[src/rtl/pipe_ctrl_pkg.sv]
// Shared definitions for the pipeline hazard controller.
//   ctrlState_e : watchdog FSM state encoding, which is also the stateOut encoding
//   FWD_*       : EX operand source selects driven on fwdAOut / fwdBOut
package pipe_ctrl_pkg;

  typedef enum logic [1:0] {
    StRun     = 2'b00,
    StMemWait = 2'b01,
    StError   = 2'b10
  } ctrlState_e;

  localparam logic [1:0] FWD_REG = 2'b00;
  localparam logic [1:0] FWD_MA  = 2'b01;
  localparam logic [1:0] FWD_WB  = 2'b10;

endpackage

[src/rtl/fwd_sel.sv]
// Operand source select for one EX operand. Purely combinational.
// Ports:
//   exRegIn              source register read by the EX instruction
//   maRegWriteIn/maRdIn  MA stage write enable and destination
//   wbRegWriteIn/wbRdIn  WB stage write enable and destination
//   selOut               FWD_REG / FWD_MA / FWD_WB
// The younger result in MA wins over WB, and r0 is never forwarded.
module fwd_sel
  import pipe_ctrl_pkg::*;
(
  input  logic [4:0] exRegIn,
  input  logic       maRegWriteIn,
  input  logic [4:0] maRdIn,
  input  logic       wbRegWriteIn,
  input  logic [4:0] wbRdIn,
  output logic [1:0] selOut
);

  always_comb begin
    selOut = FWD_REG;
    if (maRegWriteIn && (maRdIn != 5'd0) && (maRdIn == exRegIn)) begin
      selOut = FWD_MA;
    end else if (wbRegWriteIn && (wbRdIn != 5'd0) && (wbRdIn == exRegIn)) begin
      selOut = FWD_WB;
    end
  end

endmodule

[src/rtl/pipe_hazard_ctrl.sv]
// Hazard and sequencing controller for a 5-stage pipeline.
// Ports:
//   clkIn, resetIn            clock, asynchronous active-high reset
//   id*/ex*/ma*/wb* inputs    register ids and write enables of the stages
//   redirectIn                taken branch / jump resolved in MA
//   memReqIn, memReadyIn      data memory handshake of the MA instruction
//   *StallOut                 hold PC / pipeline registers
//   *FlushOut                 bubble pipeline registers (synchronous flush)
//   fwdAOut, fwdBOut          EX operand source selects
//   memErrOut                 sticky memory timeout error
//   stateOut                  watchdog FSM state (00 RUN, 01 MEM_WAIT, 10 ERROR)
// Optional: define HAZARD_PERF_EN to add saturating event counters
//   stallCntOut (freeze cycles), flushCntOut (redirect flushes),
//   loadUseCntOut (load-use bubbles).
// Priority of the per-cycle response: freeze > redirect > load-use.
module pipe_hazard_ctrl
  import pipe_ctrl_pkg::*;
#(
  parameter int unsigned MEM_TIMEOUT = 15,
  parameter int unsigned CNT_W       = 4
) (
  input  logic        clkIn,
  input  logic        resetIn,
  input  logic [4:0]  idRsIn,
  input  logic [4:0]  idRtIn,
  input  logic        idUsesRsIn,
  input  logic        idUsesRtIn,
  input  logic [4:0]  exRsIn,
  input  logic [4:0]  exRtIn,
  input  logic        exMemReadIn,
  input  logic        exRegWriteIn,
  input  logic [4:0]  exRdIn,
  input  logic        maRegWriteIn,
  input  logic [4:0]  maRdIn,
  input  logic        wbRegWriteIn,
  input  logic [4:0]  wbRdIn,
  input  logic        redirectIn,
  input  logic        memReqIn,
  input  logic        memReadyIn,
  output logic        pcStallOut,
  output logic        ifidStallOut,
  output logic        idexStallOut,
  output logic        exmaStallOut,
  output logic        mawbStallOut,
  output logic        ifidFlushOut,
  output logic        idexFlushOut,
  output logic        exmaFlushOut,
  output logic [1:0]  fwdAOut,
  output logic [1:0]  fwdBOut,
  output logic        memErrOut,
  output logic [1:0]  stateOut
`ifdef HAZARD_PERF_EN
  ,
  output logic [31:0] stallCntOut,
  output logic [31:0] flushCntOut,
  output logic [31:0] loadUseCntOut
`endif
);

  ctrlState_e       stateQ, stateD;
  logic [CNT_W-1:0] waitCntQ, waitCntD;
  logic             memStall, freeze, loadUse, flushEvent, loadUseEvent;
  logic [1:0]       fwdASel, fwdBSel;

  assign memStall = memReqIn & ~memReadyIn;
  assign freeze   = memStall | (stateQ == StError);

  assign loadUse = exMemReadIn & exRegWriteIn & (exRdIn != 5'd0) &
                   ((idUsesRsIn & (idRsIn == exRdIn)) | (idUsesRtIn & (idRtIn == exRdIn)));

  // A redirect seen while frozen is simply deferred: MA is held, so redirectIn
  // is still asserted in the first unfrozen cycle.
  assign flushEvent   = ~freeze & redirectIn;
  assign loadUseEvent = ~freeze & ~redirectIn & loadUse;

  always_comb begin
    pcStallOut   = 1'b0;
    ifidStallOut = 1'b0;
    idexStallOut = 1'b0;
    exmaStallOut = 1'b0;
    mawbStallOut = 1'b0;
    ifidFlushOut = 1'b0;
    idexFlushOut = 1'b0;
    exmaFlushOut = 1'b0;
    if (!resetIn) begin
      if (freeze) begin
        pcStallOut   = 1'b1;
        ifidStallOut = 1'b1;
        idexStallOut = 1'b1;
        exmaStallOut = 1'b1;
        mawbStallOut = 1'b1;
      end else if (flushEvent) begin
        ifidFlushOut = 1'b1;
        idexFlushOut = 1'b1;
        exmaFlushOut = 1'b1;
      end else if (loadUseEvent) begin
        // Hold PC and IF/ID one cycle, bubble into EX.
        pcStallOut   = 1'b1;
        ifidStallOut = 1'b1;
        idexFlushOut = 1'b1;
      end
    end
  end

  fwd_sel uFwdA (
    .exRegIn      (exRsIn),
    .maRegWriteIn (maRegWriteIn),
    .maRdIn       (maRdIn),
    .wbRegWriteIn (wbRegWriteIn),
    .wbRdIn       (wbRdIn),
    .selOut       (fwdASel)
  );

  fwd_sel uFwdB (
    .exRegIn      (exRtIn),
    .maRegWriteIn (maRegWriteIn),
    .maRdIn       (maRdIn),
    .wbRegWriteIn (wbRegWriteIn),
    .wbRdIn       (wbRdIn),
    .selOut       (fwdBSel)
  );

  assign fwdAOut = resetIn ? FWD_REG : fwdASel;
  assign fwdBOut = resetIn ? FWD_REG : fwdBSel;

  // Memory watchdog: waitCntQ counts consecutive stalled cycles, the RUN cycle
  // that enters MEM_WAIT being the first.
  always_comb begin
    stateD   = stateQ;
    waitCntD = waitCntQ;
    unique case (stateQ)
      StRun: begin
        if (memStall) begin
          stateD   = StMemWait;
          waitCntD = CNT_W'(1);
        end
      end
      StMemWait: begin
        if (memReadyIn || !memReqIn) begin
          stateD   = StRun;
          waitCntD = '0;
        end else if (waitCntQ == CNT_W'(MEM_TIMEOUT)) begin
          stateD = StError;
        end else begin
          waitCntD = waitCntQ + CNT_W'(1);
        end
      end
      StError: begin
        stateD = StError;
      end
      default: begin
        stateD   = StRun;
        waitCntD = '0;
      end
    endcase
  end

  always_ff @(posedge clkIn or posedge resetIn) begin
    if (resetIn) begin
      stateQ   <= StRun;
      waitCntQ <= '0;
    end else begin
      stateQ   <= stateD;
      waitCntQ <= waitCntD;
    end
  end

  assign stateOut  = stateQ;
  assign memErrOut = (stateQ == StError);

`ifdef HAZARD_PERF_EN
  logic [31:0] stallCntQ, flushCntQ, loadUseCntQ;

  always_ff @(posedge clkIn or posedge resetIn) begin
    if (resetIn) begin
      stallCntQ   <= '0;
      flushCntQ   <= '0;
      loadUseCntQ <= '0;
    end else begin
      if (freeze && (stallCntQ != '1)) begin
        stallCntQ <= stallCntQ + 32'd1;
      end
      if (flushEvent && (flushCntQ != '1)) begin
        flushCntQ <= flushCntQ + 32'd1;
      end
      if (loadUseEvent && (loadUseCntQ != '1)) begin
        loadUseCntQ <= loadUseCntQ + 32'd1;
      end
    end
  end

  assign stallCntOut   = stallCntQ;
  assign flushCntOut   = flushCntQ;
  assign loadUseCntOut = loadUseCntQ;
`endif

endmodule
[config.mk]
export PLATFORM = sky130hd
export DESIGN_NAME = pipe_hazard_ctrl
export DESIGN_NICKNAME = d
export VERILOG_FILES = /design/src/rtl/pipe_ctrl_pkg.sv /design/src/rtl/fwd_sel.sv /design/src/rtl/pipe_hazard_ctrl.sv
export SDC_FILE = /design/constraint.sdc
export NUM_CORES = 1
export LEC_CHECK = 0
export BUFFER_PORTS_ARGS = -buffer_cell sky130_fd_sc_hd__buf_2
export CORE_UTILIZATION = 39
export CTS_BUF_LIST = sky130_fd_sc_hd__clkbuf_4 sky130_fd_sc_hd__clkbuf_8 sky130_fd_sc_hd__clkbuf_16
export DETAILED_ROUTE_END_ITERATION = 10
export MAX_ROUTING_LAYER = met4
export PLACE_DENSITY_LB_ADDON = 0.12
export SETUP_SLACK_MARGIN = 0.05
export SLEW_MARGIN = 20
export SYNTH_ARGS = -nofsm -noshare
export SYNTH_HDL_FRONTEND = slang
export SYNTH_SLANG_ARGS = --single-unit
[constraint.sdc]
create_clock -name clkIn -period 1.7 [get_ports clkIn]
set_input_delay 0.085 -clock clkIn [delete_from_list [all_inputs] [get_ports clkIn]]
set_output_delay 0.085 -clock clkIn [all_outputs]
set_load 0.01 [all_outputs]
# Word level (Yosys, flattened, before mapping)
# Cells that the tools add are included.
[op_classes] bitwise=15 reduce_logical=14 n_eq_ne=12 n_mux=26 n_addsub=1
[op_table] operator="5-bit equality test" n=6
[op_table] operator="2-bit 2-to-1 mux" n=9
[op_table] operator="5-bit nonzero test" n=3
[op_table] operator="1-bit 2-to-1 mux" n=12
[op_table] operator="4-bit 2-to-1 mux" n=3
[op_table] operator="4-bit one-hot mux with 3 select lines" n=1
[op_table] operator="1-bit bitwise AND" n=9
[op_table] operator="1-bit logical AND" n=6
[op_table] operator="3-bit != test, second input constant" n=2
[op_table] operator="2-bit one-hot mux with 3 select lines" n=1
[op_table] operator="4-bit by 1-bit adder with 4-bit output, second input constant" n=1
[op_table] operator="4-bit equality test, second input constant" n=1
[op_table] operator="1-bit inverter" n=4
[op_table] operator="3-bit AND reduction" n=1
[op_table] operator="2-bit by 1-bit equality test with 1-bit output, second input constant" n=1
[op_table] operator="2-bit equality test, second input constant" n=1
[op_table] operator="2-bit zero test" n=1
[op_table] operator="2-bit != test, second input constant" n=1
[op_table] operator="1-bit OR" n=2
[op_table] operator="2-bit AND reduction" n=1
[op_table] operator="1-bit zero test" n=1
[op_table] operator="1-bit logical OR" n=1
[totals] word_cells=70 input_bits=46 ff_bits=6 out_inout_bits=15

# Logic depth before layout (Yosys ltp)
[depth] depth_word=10 depth_mapped=5 depth_no_buf=5

# By module
# Synthesis repeated with hierarchy kept, for this count alone.
[hier_totals] hier_cells=105 area_unflattened_um2=847.1
[by_module_without_submodules] mod="pipe_hazard_ctrl" seq_area_each_um2=150.1 area_each_um2=544.3 instances=1 cells_each=65
[by_module_without_submodules] mod="fwd_sel" seq_area_each_um2=0.0 area_each_um2=151.4 instances=2 cells_each=20

# Worst setup path before layout
# Ideal clock, no wire load.
[synth_timing] kind="input-to-output" startpoint="input port exRdIn[3]" endpoint="output port pcStallOut" stages=5 arrival_ns=1.300 slack_ns=0.315 required_time_ns=1.615 path_buffers=1 cell_sequence="xor2_1 nor4_1 a32oi_1 o32ai_1 buf_4"
[synth_via] elab_chain_len=9 word_cells_on_any_way=13 classes_between="2 x eq/ne; 4 x mux; 6 x bitwise; 1 x reduce/logical"
[synth_lines] item="start, declared" line="pipe_hazard_ctrl.sv:32" source="input logic [4:0] exRdIn,"
[synth_lines] item="5-bit equality test" line="pipe_hazard_ctrl.sv:69" source="((idUsesRsIn & (idRsIn == exRdIn)) | (idUsesRtIn & (idRtIn == exRdIn)));"
[synth_lines] item="1-bit bitwise AND" line="pipe_hazard_ctrl.sv:69"
[synth_lines] item="1-bit OR" line="pipe_hazard_ctrl.sv:69"
[synth_lines] item="1-bit bitwise AND (*)" line="pipe_hazard_ctrl.sv:68" source="assign loadUse = exMemReadIn & exRegWriteIn & (exRdIn != 5'd0) &"
[synth_lines] item="1-bit bitwise AND (*)" line="pipe_hazard_ctrl.sv:74" source="assign loadUseEvent = ~freeze & ~redirectIn & loadUse;"
[synth_lines] item="1-bit 2-to-1 mux (*) (4 in a row)"
[synth_lines] item="end, declared" line="pipe_hazard_ctrl.sv:40" source="output logic pcStallOut,"
# Every way passes the cells marked *; elsewhere a longest branch is shown, timed or not.

# Worst setup path in the final report
[layout_timing] startpoint="input port maRdIn[1]" endpoint="output port fwdAOut[1]"
[layout_via] elab_chain_len=5 word_cells_on_any_way=6 classes_between="1 x eq/ne; 2 x mux; 3 x reduce/logical"
[layout_lines] item="start, declared" line="pipe_hazard_ctrl.sv:34" source="input logic [4:0] maRdIn,"
[layout_lines] item="5-bit nonzero test" line="fwd_sel.sv:21" source="if (maRegWriteIn && (maRdIn != 5'd0) && (maRdIn == exRegIn)) begin"
[layout_lines] item="1-bit logical AND" line="fwd_sel.sv:21"
[layout_lines] item="1-bit logical AND (*)" line="fwd_sel.sv:21"
[layout_lines] item="2-bit 2-to-1 mux (*)" line="fwd_sel.sv:21"
[layout_lines] item="2-bit 2-to-1 mux (*)" line="pipe_hazard_ctrl.sv:123" source="assign fwdAOut = resetIn ? FWD_REG : fwdASel;"
[layout_lines] item="end, declared" line="pipe_hazard_ctrl.sv:48" source="output logic [1:0] fwdAOut,"
# Marks and branches as above.

==> qor.txt <==
delay-heaviest family, CP: simple AND/OR/NAND/NOR gates
share of flip-flops with an asynchronous set or reset: 1.000
area growth from synthesis to layout: 44.34%
vias in the first global route: 637
postcts setup bufs: 0
count leader, synth: xor2_1
initial antenna violation count: 0
Setup violations, final: 0
routability congestion estimate from global placement: 0.8644
Synth Register Bits: 6
mean post-synth cell area: 8.120 um^2
syn nets: 145
hold_sp: memReqIn
worst reg2reg path startpoint: waitCntQ[0]
initial drt markers: 20
1st-pass router iterations: 4
H-tree depth: 1
core area: 1821 um^2
I/O pin total: 61
Hold WC Path Type: in2reg
worst skew pair latency: 240 ps
worst-margin pin slew: 300.2 ps
wire length per cell: 11.66 um
die height: 47.17 um
row count: 15
first-pass GRT wire length: 2.697 mm
DIE AREA: 2225 um^2
Clock Path Buffers: 2
share of cells above drive strength 1: 0.4465
final worst-path cycle share: 0.9160
Slowest cell on crit path: or4_1
Post-Syn Area: 795.8 um^2
Worst EP required: 1620 ps
clk sinks: 6
CTS tree: done
peak fanout along the critical path: 4
Die Span X: 47.17 um
RSZ-0062 raised after global routing: false
VDD IR max: 436.4 uV
nets: 208
M2 GR Usage: 0.2639
Setup crit start: maRdIn[1]
CP dominant cell by count: buf_2
top cells by area, synth: dfrtp_1, xor2_1, xnor2_1, nand3_1, buf_4
Final HPWL DP: 1.817 mm
Synth Warn #: 0
Post-synth EDFFs: 0
diode count: 0
f_max: 642.2 MHz
status: complete, no violations
total CTS buffers: 3
Top Usage Layer GRT: met2
via count: 949
top cells by instance count after synthesis: xor2_1, xnor2_1, dfrtp_1, nand3_1, nor2_1
Final Max Tran Viols: 0
Setup TNS: 0 ps
met1 Usage GRT: 0.2425
worst relative slew slack: 0.7992
Fill cells: 163
max incr delay on CP: 550 ps
register area share after synthesis: 0.1887
kind of critical path: in2out
Port Buf Inserts: 60
clk slew on worst S/H paths: 40 ps
Worst Setup End Kind: output pin
fin crit period: 1557 ps
Yosys top cell area share: 0.1887
Pwr Density: 433.7 nW/um^2
Cells after DPL: 180
Top FF cell, synth: dfrtp_1
final WL: 2.145 mm
worst-path cell chain: buf_2 -> or4_1 -> o21ai_2 -> nor3_2 -> nor4_2 -> buf_2
crit start category: input pin
Via-to-Cell Ratio: 5.158
ANT nets after route: 0
residual DRC count: 0
grt ovf: 0
post-route insts no fill: 184
Synth area leader: dfrtp_1
Cell variety after synth: 30
static leakage: 0.5582 nW
pin count of the biggest net entering global routing: 7
clock skew: 2.134 ps
Data arrival, critical path: 1470 ps
Final Hold Fails: 0
Root Driver: clkbuf_4
starting density of the core: 0.4371
met3 Use GR: 0.05000
max-cap check violation count: 0
GRT Overall Usage: 0.1783
buffer and inverter count on the worst path: 2
Synth Instances: 98
-- stage by stage --
| stage | power, mW | setup slack (ps) | area [um^2] | hold WS [ps] | utilization |
|---|---|---|---|---|---|
| floorplan | 0.2648 | 314.8 | 795.8 | -105.6 | - |
| global placement | 0.3602 | 186.0 | 1105 | 127.1 | 0.6069 |
| detailed placement | 0.3642 | 146.8 | 1105 | 125.5 | 0.6069 |
| CTS | 0.4987 | 52.04 | 1137 | 207.3 | 0.6247 |
| global route | 0.5286 | 46.02 | 1149 | 243.3 | 0.6309 |
| finish | 0.4981 | 142.7 | 1149 | 223.4 | 0.6309 |
-- worst reg2reg max path, delay by kind of cell (launching register included) --
kind | cells | cell delay (ps)
adders and majority gates | 1 | 250
and+or+nand+nor | 3 | 510
DFF | 1 | 430
-- layer usage --
layer	share of wire	wire (um)	vias up
li1	-	-	474
met1	0.45	971	412
met2	0.45	959	61
met3	0.094	201	2
met4	0.0056	12	0
met5	0	0	-
-- report_power, final --
part	leakage, nW	switching (mW)	internal (mW)
Clock	0.0138	0.0504	0.0798
Combinational	0.464	0.103	0.106
Sequential	0.0803	0.00907	0.150
-- cell usage in the layout, fill, tap and decap left out, drive strengths merged --
cell type,netlist,final
a21oi,2,2
a31oi,1,1
a32oi,1,1
a41oi,1,1
and2,1,1
and3,2,2
buf,4,61
clkbuf,0,3
dfrtp,6,6
dlygate4sd3,0,1
ha,1,1
inv,4,4
nand2,5,5
nand3,6,6
nand4bb,1,1
nor2,6,6
nor2b,1,1
nor3,4,4
nor4,5,5
o211ai,2,2
o21ai,5,5
o21bai,1,1
o22a,1,1
o31ai,1,1
o32ai,2,2
or2,1,1
or4,4,4
xnor2,14,14
xor2,16,16
-- logic make-up (layout without fill, tap and decap cells) --
logic type,Yosys count,in the layout,synth area share
simple gates,36,36,0.2594
flops,6,6,0.1887
compound gates,17,17,0.1494
fa+ha+maj,1,1,0.01572
xor+xnor,30,30,0.3302
buf+inv,8,69,0.05660
-- flip-flops by register name, indices dropped and copies added, names as in the netlist --
signal    count
stateOut      2
waitCntQ      4
-- layout make-up --
cell class	instances	area, um^2	share of cell area
clock buffers	3	22.52	0.01961
inverters	4	15.01	0.01307
multi-input cells	84	611.8	0.5327
flip-flops and latches	6	150.1	0.1307
well taps	25	31.28	0.02723
repair buffers	62	317.8	0.2767
-- worst paths after layout --
| kind | slack [ps] | endpoint | cells after the start |
|---|---|---|---|
| min reg2reg | 520 | waitCntQ[3] | 1 |
| max reg2reg | 390 | stateOut[1] | 4 |
| max | 140 | fwdAOut[1] | 6 |
| min in group asynchronous | 490 | waitCntQ[1] | 4 |
| min | 220 | stateOut[0] | 3 |
| max in group asynchronous | 980 | waitCntQ[2] | 4 |
-- what timing repair did --
item / 4_1_cts / 5_1_grt
setup endpoints to repair: 0 / 3
endpoints found under the hold margin: 6 / 0
hold buffers: 1 / 0
gates resized for setup: 0 / 3
Note: power is estimated with default switching activity, not from simulation.
